[src/rtl/pc_branch_pkg.sv]
// pc_branch_pkg: shared funct3 encodings and PC/trap state for the branch unit.
package pc_branch_pkg;
  localparam logic [2:0] F3_BEQ  = 3'b000;
  localparam logic [2:0] F3_BNE  = 3'b001;
  localparam logic [2:0] F3_BLT  = 3'b100;
  localparam logic [2:0] F3_BGE  = 3'b101;
  localparam logic [2:0] F3_BLTU = 3'b110;
  localparam logic [2:0] F3_BGEU = 3'b111;
  typedef enum logic {PC_RUN, PC_TRAP} pc_state_e;
endpackage

[src/rtl/pc_branch_if.sv]
// pc_branch_if: decode/comparator-side signals of the PC and branch unit.
interface pc_branch_if #(parameter int CNT_W = 32);
  logic stall_i, insn_vld_i, branch_i, jal_i, jalr_i;
  logic [2:0] funct3_i;
  logic [31:0] imm_i, rs1_data_i;
  logic br_less_i, br_equal_i, restart_i;
  logic br_unsigned_o, taken_o, trap_o;
  logic [31:0] pc_o, pc_four_o, trap_pc_o;
  logic [CNT_W-1:0] branch_cnt_o, taken_cnt_o;
  modport master(
    output stall_i, insn_vld_i, branch_i, jal_i, jalr_i, funct3_i, imm_i, rs1_data_i,
           br_less_i, br_equal_i, restart_i,
    input  br_unsigned_o, taken_o, trap_o, pc_o, pc_four_o, trap_pc_o, branch_cnt_o, taken_cnt_o
  );
  modport slave(
    input  stall_i, insn_vld_i, branch_i, jal_i, jalr_i, funct3_i, imm_i, rs1_data_i,
           br_less_i, br_equal_i, restart_i,
    output br_unsigned_o, taken_o, trap_o, pc_o, pc_four_o, trap_pc_o, branch_cnt_o, taken_cnt_o
  );
endinterface

[src/rtl/br_cond_decode.sv]
// br_cond_decode: evaluates the B-type condition from funct3 and comparator flags.
module br_cond_decode
  import pc_branch_pkg::*;
(
  input  logic [2:0] funct3,
  input  logic       less,
  input  logic       equal,
  output logic       cond_taken,
  output logic       cond_legal
);
  always_comb begin
    cond_legal = funct3 inside {F3_BEQ, F3_BNE, F3_BLT, F3_BGE, F3_BLTU, F3_BGEU};
    cond_taken = (funct3 == F3_BEQ) ? equal :
                 (funct3 == F3_BNE) ? ~equal :
                 (funct3 == F3_BLT || funct3 == F3_BLTU) ? less :
                 (funct3 == F3_BGE || funct3 == F3_BGEU) ? ~less : 1'b0;
  end
endmodule

[src/rtl/pc_branch_unit.sv]
// pc_branch_unit: branch decision, PC register, misaligned-target trap and branch statistics.
module pc_branch_unit
  import pc_branch_pkg::*;
#(
  parameter logic [31:0] RESET_PC = 32'h0000_0000,
  parameter int          CNT_W    = 32
) (
  input logic         clk_i,
  input logic         rst_i,
  pc_branch_if.slave  bus
);
  pc_state_e state;
  logic [31:0] pc, trap_pc, target;
  logic trap, cond_taken, cond_legal, br_sel, taken, misaligned;
  logic [CNT_W-1:0] branch_cnt, taken_cnt;
  br_cond_decode u_dec (
    .funct3(bus.funct3_i), .less(bus.br_less_i), .equal(bus.br_equal_i),
    .cond_taken(cond_taken), .cond_legal(cond_legal)
  );
  always_comb begin
    br_sel     = bus.branch_i & ~bus.jal_i & ~bus.jalr_i;
    target     = bus.jalr_i ? (bus.rs1_data_i + bus.imm_i) & ~32'h1 : pc + bus.imm_i;
    taken      = (state == PC_RUN) && bus.insn_vld_i && (bus.jalr_i || bus.jal_i || (br_sel && cond_taken));
    misaligned = taken && (target[1:0] != 2'b00);
  end
  always_ff @(posedge clk_i) begin
    if (rst_i) begin
      state      <= PC_RUN;
      pc         <= RESET_PC;
      trap       <= 1'b0;
      trap_pc    <= 32'h0;
      branch_cnt <= '0;
      taken_cnt  <= '0;
    end else if (state == PC_TRAP) begin
      if (bus.restart_i) begin
        state <= PC_RUN;
        pc    <= RESET_PC;
        trap  <= 1'b0;
      end
    end else if (!bus.stall_i && bus.insn_vld_i) begin
      // a misaligned taken branch is still counted as executed and taken
      branch_cnt <= branch_cnt + CNT_W'(br_sel & cond_legal);
      taken_cnt  <= taken_cnt + CNT_W'(br_sel & cond_legal & taken);
      if (misaligned) begin
        state   <= PC_TRAP;
        trap    <= 1'b1;
        trap_pc <= pc;
      end else begin
        pc <= taken ? target : pc + 32'd4;
      end
    end
  end
  assign bus.br_unsigned_o = bus.funct3_i[1];
  assign bus.taken_o       = taken;
  assign bus.pc_o          = pc;
  assign bus.pc_four_o     = pc + 32'd4;
  assign bus.trap_o        = trap;
  assign bus.trap_pc_o     = trap_pc;
  assign bus.branch_cnt_o  = branch_cnt;
  assign bus.taken_cnt_o   = taken_cnt;
endmodule

[src/flat_wrapper.sv]
// flat-port wrapper written by rule: the top's interface ports become plain ports
module pc_branch_unit_flat import pc_branch_pkg::*;
#(
  parameter logic [31:0] RESET_PC = 32'h0000_0000,
  parameter int          CNT_W    = 32
)
  (clk_i, rst_i, bus_stall_i, bus_insn_vld_i, bus_branch_i, bus_jal_i, bus_jalr_i, bus_funct3_i, bus_imm_i, bus_rs1_data_i, bus_br_less_i, bus_br_equal_i, bus_restart_i, bus_br_unsigned_o, bus_taken_o, bus_trap_o, bus_pc_o, bus_pc_four_o, bus_trap_pc_o, bus_branch_cnt_o, bus_taken_cnt_o);
  pc_branch_if #(.CNT_W(CNT_W)) bus_i ();
  input logic clk_i;
  input logic rst_i;
  input wire logic [$bits(bus_i.stall_i)-1:0] bus_stall_i;
  input wire logic [$bits(bus_i.insn_vld_i)-1:0] bus_insn_vld_i;
  input wire logic [$bits(bus_i.branch_i)-1:0] bus_branch_i;
  input wire logic [$bits(bus_i.jal_i)-1:0] bus_jal_i;
  input wire logic [$bits(bus_i.jalr_i)-1:0] bus_jalr_i;
  input wire logic [$bits(bus_i.funct3_i)-1:0] bus_funct3_i;
  input wire logic [$bits(bus_i.imm_i)-1:0] bus_imm_i;
  input wire logic [$bits(bus_i.rs1_data_i)-1:0] bus_rs1_data_i;
  input wire logic [$bits(bus_i.br_less_i)-1:0] bus_br_less_i;
  input wire logic [$bits(bus_i.br_equal_i)-1:0] bus_br_equal_i;
  input wire logic [$bits(bus_i.restart_i)-1:0] bus_restart_i;
  output wire logic [$bits(bus_i.br_unsigned_o)-1:0] bus_br_unsigned_o;
  output wire logic [$bits(bus_i.taken_o)-1:0] bus_taken_o;
  output wire logic [$bits(bus_i.trap_o)-1:0] bus_trap_o;
  output wire logic [$bits(bus_i.pc_o)-1:0] bus_pc_o;
  output wire logic [$bits(bus_i.pc_four_o)-1:0] bus_pc_four_o;
  output wire logic [$bits(bus_i.trap_pc_o)-1:0] bus_trap_pc_o;
  output wire logic [$bits(bus_i.branch_cnt_o)-1:0] bus_branch_cnt_o;
  output wire logic [$bits(bus_i.taken_cnt_o)-1:0] bus_taken_cnt_o;
  assign bus_i.stall_i = bus_stall_i;
  assign bus_i.insn_vld_i = bus_insn_vld_i;
  assign bus_i.branch_i = bus_branch_i;
  assign bus_i.jal_i = bus_jal_i;
  assign bus_i.jalr_i = bus_jalr_i;
  assign bus_i.funct3_i = bus_funct3_i;
  assign bus_i.imm_i = bus_imm_i;
  assign bus_i.rs1_data_i = bus_rs1_data_i;
  assign bus_i.br_less_i = bus_br_less_i;
  assign bus_i.br_equal_i = bus_br_equal_i;
  assign bus_i.restart_i = bus_restart_i;
  assign bus_br_unsigned_o = bus_i.br_unsigned_o;
  assign bus_taken_o = bus_i.taken_o;
  assign bus_trap_o = bus_i.trap_o;
  assign bus_pc_o = bus_i.pc_o;
  assign bus_pc_four_o = bus_i.pc_four_o;
  assign bus_trap_pc_o = bus_i.trap_pc_o;
  assign bus_branch_cnt_o = bus_i.branch_cnt_o;
  assign bus_taken_cnt_o = bus_i.taken_cnt_o;
  pc_branch_unit #(.RESET_PC(RESET_PC), .CNT_W(CNT_W)) u_core (.clk_i(clk_i), .rst_i(rst_i), .bus(bus_i));
endmodule
[config.mk]
export PLATFORM = sky130hd
export DESIGN_NAME = pc_branch_unit_flat
export DESIGN_NICKNAME = d
export VERILOG_FILES = /design/src/rtl/pc_branch_pkg.sv /design/src/rtl/pc_branch_if.sv /design/src/rtl/br_cond_decode.sv /design/src/rtl/pc_branch_unit.sv /design/src/flat_wrapper.sv
export SDC_FILE = /design/constraint.sdc
export NUM_CORES = 1
export LEC_CHECK = 0
export BUFFER_PORTS_ARGS = -buffer_cell sky130_fd_sc_hd__buf_2
export CAP_MARGIN = 20
export CORE_MARGIN = 3
export CORE_UTILIZATION = 54
export DETAILED_ROUTE_END_ITERATION = 16
export PLACE_DENSITY = 0.89
export SKIP_LAST_GASP = 1
export SLEW_MARGIN = 20
export SYNTH_ARGS = -nofsm -noshare
export SYNTH_HDL_FRONTEND = slang
export SYNTH_HIERARCHICAL = 1
export SYNTH_SLANG_ARGS = --single-unit
[constraint.sdc]
create_clock -name clk_i -period 5.1 [get_ports clk_i]
set_clock_uncertainty 0.2 [all_clocks]
set_input_delay 1.02 -clock clk_i [delete_from_list [all_inputs] [get_ports clk_i]]
set_output_delay 1.02 -clock clk_i [all_outputs]
set_load 0.03 [all_outputs]
# Word level (Yosys, flattened, before mapping)
# Index checks and enable logic that the tools add are counted.
# classes
add_sub_neg	5
n_reduce_logical	19
n_lt_le_gt_ge	0
mux	18
multipliers	0
bitwise_logic	9
n_div	0
n_eq_ne	7
shift	0
# op_table
cell	count
$mux W32	6
$add A32 B32 Y32	4
$add A32 B3 Y32 const B	1
$and A32 B1 Y32	1
$eq A3 B3 Y1 const B	4
$mux W1	12
$reduce_and A3 Y1	3
$reduce_bool A2 Y1	3
$reduce_bool A6 Y1	1
$logic_and A1 B1 Y1	5
$not A1 Y1	5
$logic_or A1 B1 Y1	4
$and A1 B1 Y1	3
$eq A3 B1 Y1 const B	1
$logic_not A3 Y1	1
$ne A2 B1 Y1 const B	1
$ne A2 B2 Y1 const B	1
$reduce_and A2 Y1	1
$logic_not A1 Y1	1
# word_totals
latch_bits	0
reg_bits	130
mem_bits_rw	0
word_cells	64
inputBits	77
mem_count	0
mem_bits_ro	0

# Longest topological paths before layout
# logic_depth
ltp_word	13
ltp_mapped	17

# Cells and area by module
# Netlist, hierarchy kept.
# modules_own_cells
mod	seq_area_each_um2	n_inst	area_each_um2	cells_each
pc_branch_unit	2602.5	1	9281.4	1257
br_cond_decode	0.0	1	36.3	5

# Worst setup path before layout
# OpenSTA, ideal clock, no wires.
# synth_timing
path_kind	input to register
startpoint	input bus_funct3_i[0]
endpoint	register u_core.taken_cnt[29], in the netlist u_core/bus.taken_cnt_o[29]
arrival_time_ns	3.860
path_slack_ns	0.913
required_time_ns	4.772
stages	17
path_cell_list	xor2_1 a22o_1 a211oi_1 nor2b_1 nand2_1 inv_1 clkbuf_1 and2_1 ha_1 and3_1 nand3_1 nor3_1 nand3_1 nor2_1 nand3_1 xor2_1 nor2_1
# synth_between
elab_chain_cells	11
word_cells_on_any_way	19
# synth_lines
item	line	text
from (decl)	flat_wrapper.sv:16	input wire logic [$bits(bus_i.funct3_i)-1:0] bus_funct3_i;
$eq A3 B3 Y1	br_cond_decode.sv:16	(funct3 == F3_BGE || funct3 == F3_BGEU) ? ~less : 1'b0;
$logic_or A1 B1 Y1	br_cond_decode.sv:16	
$mux W1	br_cond_decode.sv:16	
$mux W1	br_cond_decode.sv:15	(funct3 == F3_BLT || funct3 == F3_BLTU) ? less :
$mux W1	br_cond_decode.sv:14	(funct3 == F3_BNE) ? ~equal :
$mux W1 (*)	br_cond_decode.sv:13	cond_taken = (funct3 == F3_BEQ) ? equal :
named net u_core.cond_taken	pc_branch_unit.sv:14	logic trap, cond_taken, cond_legal, br_sel, taken, misaligned;
$logic_and A1 B1 Y1 (*)	pc_branch_unit.sv:23	taken = (state == PC_RUN) && bus.insn_vld_i && (bus.jalr_i || bus.jal_i || (br_sel && cond_taken));
$logic_or A1 B1 Y1 (*)	pc_branch_unit.sv:23	
$logic_and A1 B1 Y1 (*)	pc_branch_unit.sv:23	
named net bus_taken_o	flat_wrapper.sv:23	output wire logic [$bits(bus_i.taken_o)-1:0] bus_taken_o;
$and A32 B1 Y32 (*)	pc_branch_unit.sv:43	taken_cnt <= taken_cnt + CNT_W'(br_sel & cond_legal & taken);
$add A32 B32 Y32 (*)	pc_branch_unit.sv:43	
to (signal assigned)	pc_branch_unit.sv:43	
to (decl)	pc_branch_unit.sv:15	logic [CNT_W-1:0] branch_cnt, taken_cnt;
# Mark *: on every way through the listed nets, which the timed path passes. The rest lies on a longest branch.
# A chain may end at the register's enable or synchronous reset.

# Final worst setup path
# layout_timing
startpoint	register u_core.pc[2], in the netlist u_core/bus.pc_o[2]
endpoint	output bus_pc_four_o[28]
# layout_between
elab_chain_cells	1
# layout_lines
item	line	text
from (decl)	pc_branch_unit.sv:13	logic [31:0] pc, trap_pc, target;
from (signal assigned)	pc_branch_unit.sv:49	pc <= taken ? target : pc + 32'd4;
$add A32 B3 Y32	pc_branch_unit.sv:56	assign bus.pc_four_o = pc + 32'd4;
to (decl)	flat_wrapper.sv:26	output wire logic [$bits(bus_i.pc_four_o)-1:0] bus_pc_four_o;
# No other way between the ends.

==> key figures <==
Finish
  • Fillers: 1428
  • Layout cell share with drive strength beyond 1: 19.7%
  • Area growth, synth to finish: 20.8%
  • Number of diodes: 0
  • Core Util, Final: 67.2%
  • Nets@finish: 1616
  • Fin area: 11300 um2

Yosys
  • Post-synth ARST share: 0%
  • Post-Synthesis Cells: 1262
  • Post-synthesis compound-gate area fraction: 22.2%
  • Number of flops mapped to enable cells by yosys: 0
  • Synth Register Bits: 130
  • Post-synthesis net count: 1407
  • Post-Synth XOR/XNOR Area: 11.5%
  • Post-synthesis mux area share: 0.551%
  • Synth top area share: 27.9%
  • Commonest cells in the netlist: nand2_1, a21oi_1, dfxtp_1
  • Main combinational cell family by area after synthesis: simple AND/OR/NAND/NOR gates
  • Dominant cell type by area after synthesis: dfxtp_1
  • Synth cell types: 61
  • Synth Cell Area: 9320 um2
  • Top-count cell post-synth: nand2_1
  • Avg Cell Area, Syn: 7.38 um2
  • Top_reg_cell synth: dfxtp_1
  • Post-synthesis adder-cell area fraction: 9.29%
  • Synth top area cells: dfxtp_1, ha_1, nand2_1
  • Simple logic cell fraction of the synthesized area: 25.1%
  • Sequential share of the synthesized area: 27.9%
  • Yosys warning count: 6

Die
  • Starting Density: 55.6%
  • Die height: 137 um
  • Full die area: 18900 um2
  • Num rows: 47
  • Die W: 137 um
  • Core area: 16800 um2
  • IO Count: 240

Setup path
  • Worst Path Required: 3.88 ns
  • Critical path class: reg -> out
  • Critical Path End Type: output pin
  • Worst-path fanout max: 8
  • WP data arrival: 3.49 ns
  • CP Launch Type: register

Placed design
  • Placed cell area: 10600 um2
  • DP HPWL: 23500 um
  • Port-buffer cells: 239
  • Place WS: 0.553 ns
  • GPL Wtd Cong: 1.03

Timing
  • Worst-Margin Slew: 1.00 ns
  • Final setup fails: 0
  • RSZ-0062 raised after global routing: no
  • Final-report max-slew violation count: 0
  • Worst Setup Slack, final: 0.390 ns
  • Period utilisation layout: 92.4%
  • Final Hold Fails: 0
  • Max-slew headroom: 33.3%
  • F_max: 212 MHz
  • Minimum clock period: 4.71 ns
  • TNS Setup: 0 ns

Clock network
  • CTS max path bufs: 2
  • CTS root buffer: clkbuf_16
  • Setup bufs post-CTS: 0
  • Cts hold-fix bufs: 0
  • CTS resizes: 0
  • Worst-Skew Late Latency: 0.41 ns
  • Num Clock Sinks: 130
  • Clock Pin Slew Worst Setup and Hold Paths: 0.06 ns
  • # H-tree levels: 4
  • CTS tree: built
  • TritonCTS Buffers: 17

Power
  • Leak: 5.08 nW
  • PwrDens: 266 nW/um2
  • Max VDD drop: 0.262 mV
  • Overall Power: 0.00300 W

Route
  • 1st-iter DRT viols: 986
  • ANT nets after route: 0
  • Routed len/inst: 18.2 um
  • Vias per cell: 6.05
  • Initial DRT Pass Iterations: 7
  • Remaining design rule violation count: 0
  • Total number of vias: 10300
  • WL final: 31000 um

Global route
  • Total grt overflow: 0
  • Largest net degree at the start of global routing: 82
  • First-pass GRT wire length: 47100 um
  • GR Util All Layers: 31.3%
  • Antenna violations before repair: 0
  • Vias in the first global route: 9161

Outcome
  • Outcome: complete, no violations

Run
  • Max Cap Viol: 0

Hold path
  • Hold crit path type: reg -> reg
[flip-flops by register name, indices dropped and copies added (netlist names)]
name and count:
u_core/bus.taken_cnt_o 32, u_core/state 1, u_core/bus.trap_pc_o 32, u_core/bus.branch_cnt_o 32, u_core/bus.pc_o 32, u_core/bus.trap_o 1
[metrics by stage]
stage | std cells | hold slack (ns)
floorplan | 1262 | 0.383
global placement | 1672 | 0.238
detailed placement | 1672 | 0.244
CTS | 1704 | 0.253
global route | 1704 | 0.269
finish | 1704 | 0.250
[report_power, final]
group          switching [W]  internal, W  total (W)
combinational       0.000414     0.000229   0.000644
sequential         0.0000349      0.00103    0.00106
clock               0.000506     0.000785    0.00129
total               0.000955      0.00204    0.00300
[layout make-up]
class	count	area, um2	share of cell area [%]
tap	220	275	2.45
inverter	24	90.1	0.800
sequential	130	2600	23.1
multi-input combinational	1049	6390	56.8
timing repair buffer	249	1270	11.3
clock buffer	17	425	3.78
clock inverter	15	199	1.77
[cells by family after synthesis]
| family | Yosys count |
|---|---|
| simple gates | 510 |
| compound gates | 344 |
| flops | 130 |
| xor+xnor | 122 |
| buf+inv | 83 |
| fa+ha+maj | 68 |
| mux | 5 |
[placed cells by master (no fill, tap or decap), types with 3 or more instances in the layout]
master / synthesis / final
buf_2: 4 / 238
nand2_1: 204 / 204
o21a_1: 7 / 7
buf_4: 3 / 11
nand4_1: 26 / 26
a21o_1: 26 / 26
inv_6: 0 / 5
ha_1: 66 / 66
clkbuf_16: 0 / 17
a21oi_1: 146 / 146
nand3_1: 53 / 53
o22ai_1: 3 / 3
o2111ai_1: 3 / 3
mux2i_1: 4 / 4
nor2_1: 114 / 113
and3_1: 22 / 22
and2_1: 10 / 10
o211ai_1: 13 / 13
o21bai_1: 7 / 7
o21ai_0: 74 / 74
and4_1: 5 / 5
a31o_2: 4 / 4
or3_1: 22 / 22
nor2b_1: 8 / 8
a22oi_1: 3 / 3
bufinv_16: 0 / 3
xnor2_1: 57 / 57
a31oi_1: 11 / 11
o221ai_1: 11 / 11
nor4_1: 7 / 7
xor2_1: 65 / 65
nor3_1: 18 / 18
a211oi_1: 15 / 15
dfxtp_1: 130 / 130
nand2b_1: 9 / 9
inv_1: 24 / 24
or2_2: 3 / 3
[path summary, 6_finish.rpt]
check / start / slack [ns] / end / depth (start not counted)
worst min register to register: u_core/bus.trap_pc_o[8] / 0.25 / u_core/bus.trap_pc_o[8] / 2
worst max-delay path: u_core/bus.pc_o[2] / 0.39 / bus_pc_four_o[28] / 8
worst min-delay path: u_core/bus.trap_pc_o[8] / 0.25 / u_core/bus.trap_pc_o[8] / 2
worst max register to register: u_core/bus.pc_o[2] / 1.30 / u_core/bus.pc_o[28] / 11
[worst max-delay path, cell delays in order (launching register included)]
cell     delay [ns]
dfxtp_1        0.52
ha_1           0.33
and3_1         0.36
nand4_1        0.30
nor3_1         0.37
nand3_1        0.32
nor2b_1        0.46
xor2_1         0.19
buf_2          0.22
[layer usage]
layer | global-route usage, % | vias to the layer above | part of all wire, %
li1 | - | 4894 | -
met1 | 40.6 | 4776 | 41
met2 | 51.2 | 541 | 46
met3 | 5.15 | 93 | 8.8
met4 | 13.7 | 0 | 4.2
met5 | 0 | - | 0
No activity file was read; power rests on OpenSTA's default activity.
